File: src/rtl/reg_bank_reader_if.sv
// Bundle of the start/snapshot inputs and the valid/ready output stream of reg_bank_reader.
// The slave modport is the reader; the master modport is the requester/consumer side.
interface reg_bank_reader_if #(
  parameter int WIDTH   = 32,
  parameter int N_WORDS = 4
);
  logic                     start;
  logic [N_WORDS*WIDTH-1:0] in_vec;
  logic signed [WIDTH-1:0]  out_data;
  logic                     out_valid;
  logic                     out_ready;
  logic                     out_last;
  logic                     busy;
  logic                     done;

  modport master (
    output start, in_vec, out_ready,
    input  out_data, out_valid, out_last, busy, done
  );

  modport slave (
    input  start, in_vec, out_ready,
    output out_data, out_valid, out_last, busy, done
  );
endinterface

File: src/rtl/reg_bank_reader.sv
// Snapshots a packed bank of signed words on start and streams them out lowest index
// first over valid/ready, followed by a one-cycle done pulse.
module reg_bank_reader #(
  parameter int WIDTH   = 32,
  parameter int N_WORDS = 4
) (
  input  logic             clk,
  input  logic             rst,
  reg_bank_reader_if.slave bus
);
  localparam int IDX_W = (N_WORDS > 1) ? $clog2(N_WORDS) : 1;
  localparam logic [IDX_W-1:0] LAST_IDX = IDX_W'(N_WORDS - 1);

  typedef enum logic [1:0] {IDLE, STREAM, DONE} state_t;

  state_t                   state_q, state_d;
  logic [N_WORDS*WIDTH-1:0] snap_q, snap_d;
  logic [IDX_W-1:0]         idx_q, idx_d;

  always_ff @(posedge clk) begin
    if (rst) begin
      state_q <= IDLE;
      snap_q  <= '0;
      idx_q   <= '0;
    end else begin
      state_q <= state_d;
      snap_q  <= snap_d;
      idx_q   <= idx_d;
    end
  end

  always_comb begin
    state_d = state_q;
    snap_d  = snap_q;
    idx_d   = idx_q;
    unique case (state_q)
      IDLE: begin
        if (bus.start) begin
          state_d = STREAM;
          snap_d  = bus.in_vec;
          idx_d   = '0;
        end
      end
      STREAM: begin
        // out_valid is always high here, so out_ready alone completes a transfer
        if (bus.out_ready) begin
          if (idx_q == LAST_IDX) state_d = DONE;
          else                   idx_d   = idx_q + IDX_W'(1);
        end
      end
      DONE:    state_d = IDLE;
      default: state_d = IDLE;
    endcase
  end

  always_comb begin
    bus.out_valid = 1'b0;
    bus.out_last  = 1'b0;
    bus.busy      = 1'b0;
    bus.done      = 1'b0;
    bus.out_data  = '0;
    case (state_q)
      STREAM: begin
        bus.out_valid = 1'b1;
        bus.busy      = 1'b1;
        bus.out_last  = (idx_q == LAST_IDX);
        for (int i = 0; i < N_WORDS; i++) begin
          if (idx_q == IDX_W'(i)) bus.out_data = $signed(snap_q[i*WIDTH +: WIDTH]);
        end
      end
      DONE: begin
        bus.busy = 1'b1;
        bus.done = 1'b1;
      end
      default: ;
    endcase
  end
endmodule

File: src/flat_wrapper.sv
// flat-port wrapper written by rule: the top's interface ports become plain ports
module reg_bank_reader_flat 
#(
  parameter int WIDTH   = 32,
  parameter int N_WORDS = 4
)
  (clk, rst, bus_start, bus_in_vec, bus_out_ready, bus_out_data, bus_out_valid, bus_out_last, bus_busy, bus_done);
  reg_bank_reader_if #(.WIDTH(WIDTH), .N_WORDS(N_WORDS)) bus_i ();
  input  logic clk;
  input  logic rst;
  input wire logic [$bits(bus_i.start)-1:0] bus_start;
  input wire logic [$bits(bus_i.in_vec)-1:0] bus_in_vec;
  input wire logic [$bits(bus_i.out_ready)-1:0] bus_out_ready;
  output wire logic [$bits(bus_i.out_data)-1:0] bus_out_data;
  output wire logic [$bits(bus_i.out_valid)-1:0] bus_out_valid;
  output wire logic [$bits(bus_i.out_last)-1:0] bus_out_last;
  output wire logic [$bits(bus_i.busy)-1:0] bus_busy;
  output wire logic [$bits(bus_i.done)-1:0] bus_done;
  assign bus_i.start = bus_start;
  assign bus_i.in_vec = bus_in_vec;
  assign bus_i.out_ready = bus_out_ready;
  assign bus_out_data = bus_i.out_data;
  assign bus_out_valid = bus_i.out_valid;
  assign bus_out_last = bus_i.out_last;
  assign bus_busy = bus_i.busy;
  assign bus_done = bus_i.done;
  reg_bank_reader #(.WIDTH(WIDTH), .N_WORDS(N_WORDS)) u_core (.clk(clk), .rst(rst), .bus(bus_i));
endmodule
File: config.mk
export PLATFORM = sky130hd
export DESIGN_NAME = reg_bank_reader_flat
export DESIGN_NICKNAME = d
export VERILOG_FILES = /design/src/rtl/reg_bank_reader_if.sv /design/src/rtl/reg_bank_reader.sv /design/src/flat_wrapper.sv
export SDC_FILE = /design/constraint.sdc
export NUM_CORES = 1
export LEC_CHECK = 0
export ABC_AREA = 1
export BUFFER_PORTS_ARGS = -buffer_cell sky130_fd_sc_hd__clkbuf_2
export CAP_MARGIN = 20
export CORE_AREA = 2 2 95 120
export DETAILED_ROUTE_END_ITERATION = 12
export DIE_AREA = 0 0 97 122
export PLACE_DENSITY = 0.88
export SYNTH_ARGS = -nofsm -noshare
export SYNTH_HDL_FRONTEND = slang
export SYNTH_SLANG_ARGS = --single-unit
File: constraint.sdc
create_clock -name clk -period 3.3 [get_ports clk]
set_input_delay 0.825 -clock clk [delete_from_list [all_inputs] [get_ports clk]]
set_output_delay 0.825 -clock clk [all_outputs]
set_load 0.02 [all_outputs]
==> metrics.yaml <==
status: "finished clean"
drtIter0Drc: 314
timing.final.crit_share_pct: 92.4
hold_viol: 0
hold_buffers: 0
vias: 5847
worstSetupPathType: "reg -> out"
synthArstFlopShare_pct: 0
cts_buffer_depth: 2
routed_wl_um: 14800
tritoncts: "yes"
final.setup.worst_slack_ns: 0.250
yosysMostFrequentCell: "nor2_1"
io_buffers: 167
place_congestion: 0.789
num_rows: 43
numCtsBuffers: 17
post_cts_buffers: 0
ctsRootBufferMaster: "clkbuf_16"
drcViolationCount: 0
grt_pass1_wl_um: 23800
syn_nets: 989
wire_per_inst_um: 13.1
yosys_warnings: 0
syn_inst: 850
fmax_ghz: 0.328
drive_above_1_share_pct: 21.2
dp_hpwl_um: 9760
synth_top_area_share_pct: 45.5
start_util_pct: 53.7
tns_ns: 0
die_w_um: 97
skew_ns: 0.00486
clk_latency_ns: 0.41
yosys.area.top_type: "dfxtp_1"
area_growth_pct: 24.0
max_slew.worst_pin.slew_ns: 0.604
synth_area_per_cell_sq_um: 6.83
synthFlopType: "dfxtp_1"
finalPower_w: 0.00510
clk_pin_slew_ns: 0.05
cp-end-kind: "output port"
cap_viol_max_count: 0
power.density_nw_per_um2: 708
vias_per_cell: 5.16
final_antenna_net_count: 0
worstPathMaxFanout: 14
setup_viol: 0
overflow: 0
ir_worst_vdd_mv: 0.382
startpoint_type: "flip-flop"
pre_cts_ws_ns: 0.723
fin_crit_ns: 3.05
hp-class: "reg -> reg"
maxSlewHeadroom_pct: 59.7
required_ns: 2.47
grtUsageTotal_pct: 24.6
synth-seq-area-share_pct: 45.5
grt_antenna_before_repair: 0
cts_resized: 0
grt_max_degree: 161
ys_ff_latch: 132
dr.pass1.iters: 4
yosys-top-cells-area: "dfxtp_1, nor2_1, nand2_1, a21oi_1, o21ai_1"
slew_viol_final: 0
fillers: 957
clock-sinks: 132
boundaryPins: 168
timing.hold.ws_ns: 0.453
htreeDepth: 4
synth_area_sq_um: 5800
die_area_sq_um: 11800
first_global_vias: 5285
synth_cell_type_count: 17
die_y_um: 122
power_leakage_nw: 3.53
core_sq_um: 10800
n_antenna_cell: 0
rsz0062_at_grt: "false"
synth_edf_count: 0
cp.arrival_ns: 2.23
fin_nets: 1126
netlist_top_cells_count: "nor2_1, nand2_1, dfxtp_1"
## registers in the layout (all words and copies together), names as in the netlist
| register | count |
|---|---|
| u_core.idx_q | 2 |
| u_core.snap_q | 128 |
| u_core.state_q | 2 |
## per-layer routing
layer | wire length [um] | track usage [%] | up-vias
met4 | 554 | 12.9 | 0
li1 | - | - | 3006
met5 | 0 | 0 | -
met2 | 7370 | 42.0 | 181
met1 | 6120 | 29.2 | 2620
met3 | 761 | 5.28 | 40
## path summary, 6_finish.rpt
path | from | to | slack [ns] | cells after the start
worst max-delay path | u_core.state_q[1]$_SDFFE_PP0P_ | bus_out_data[8] | 0.25 | 8
worst min-delay path | u_core.snap_q[65]$_SDFFE_PP0P_ | u_core.snap_q[65]$_SDFFE_PP0P_ | 0.45 | 2
worst max register to register | u_core.state_q[0]$_SDFFE_PP0P_ | u_core.snap_q[84]$_SDFFE_PP0P_ | 1.58 | 6
worst min register to register | u_core.snap_q[65]$_SDFFE_PP0P_ | u_core.snap_q[65]$_SDFFE_PP0P_ | 0.45 | 2
## logic make-up (layout without fill, tap and decap cells)
| group | Yosys count | in the layout | share of synthesized area, % |
|---|---|---|---|
| simple gates | 375 | 375 | 25.0 |
| compound gates | 227 | 227 | 19.6 |
| flops | 132 | 132 | 45.5 |
| buf+inv | 109 | 257 | 8.34 |
| fa+ha+maj | 7 | 7 | 1.51 |
## critical path, stage by stage, from the launching register on
cell	delay (ns)
dfxtp_1	0.34
inv_1	0.07
ha_1	0.25
nand2_1	0.09
clkinv_1	0.40
buf_4	0.38
nand2_1	0.08
nand2_1	0.05
clkbuf_2	0.15
## final cells by class
| cell class | count | area [sq um] | share of cell area, % |
|---|---|---|---|
| flip-flops and latches | 132 | 2640 | 36.7 |
| clock inverters | 4 | 22.5 | 0.313 |
| multi-input cells | 609 | 2690 | 37.3 |
| well taps | 135 | 169 | 2.35 |
| clock buffers | 26 | 509 | 7.08 |
| repair buffers | 182 | 998 | 13.9 |
| inverters | 45 | 169 | 2.35 |
## per-stage QoR
step | cell area (sq um) | util, % | instances
after global placement | 6660 | 61.6 | 1103
after floorplan | 5800 | - | 850
after global routing | 7200 | 66.5 | 1133
final | 7200 | 66.5 | 1133
after CTS | 7200 | 66.5 | 1133
after detailed placement | 6660 | 61.6 | 1103
## power by group
part           internal, W  leakage [nW]  switching, W  total [W]
Combinational     0.000507          2.17      0.000981    0.00149
Clock              0.00105         0.262      0.000633    0.00168
Sequential         0.00182          1.09      0.000106    0.00193
## layout by cell type, fill, tap and decap left out
| cell type | instances |
|---|---|
| clkinv_1 | 1 |
| o21ai_0 | 58 |
| inv_1 | 42 |
| clkinvlp_4 | 1 |
| nand2_1 | 143 |
| ha_2 | 1 |
| ha_1 | 6 |
| a21oi_1 | 99 |
| dfxtp_1 | 132 |
| clkbuf_1 | 4 |
| clkinv_2 | 3 |
| buf_4 | 11 |
| clkbuf_2 | 167 |
| clkbuf_16 | 17 |
| buf_12 | 4 |
| inv_2 | 2 |
| nand3_1 | 35 |
| clkbuf_8 | 5 |
| o21ai_1 | 70 |
| nor2_1 | 196 |
| nand2_4 | 1 |
Note: power is estimated with default switching activity, not from simulation.
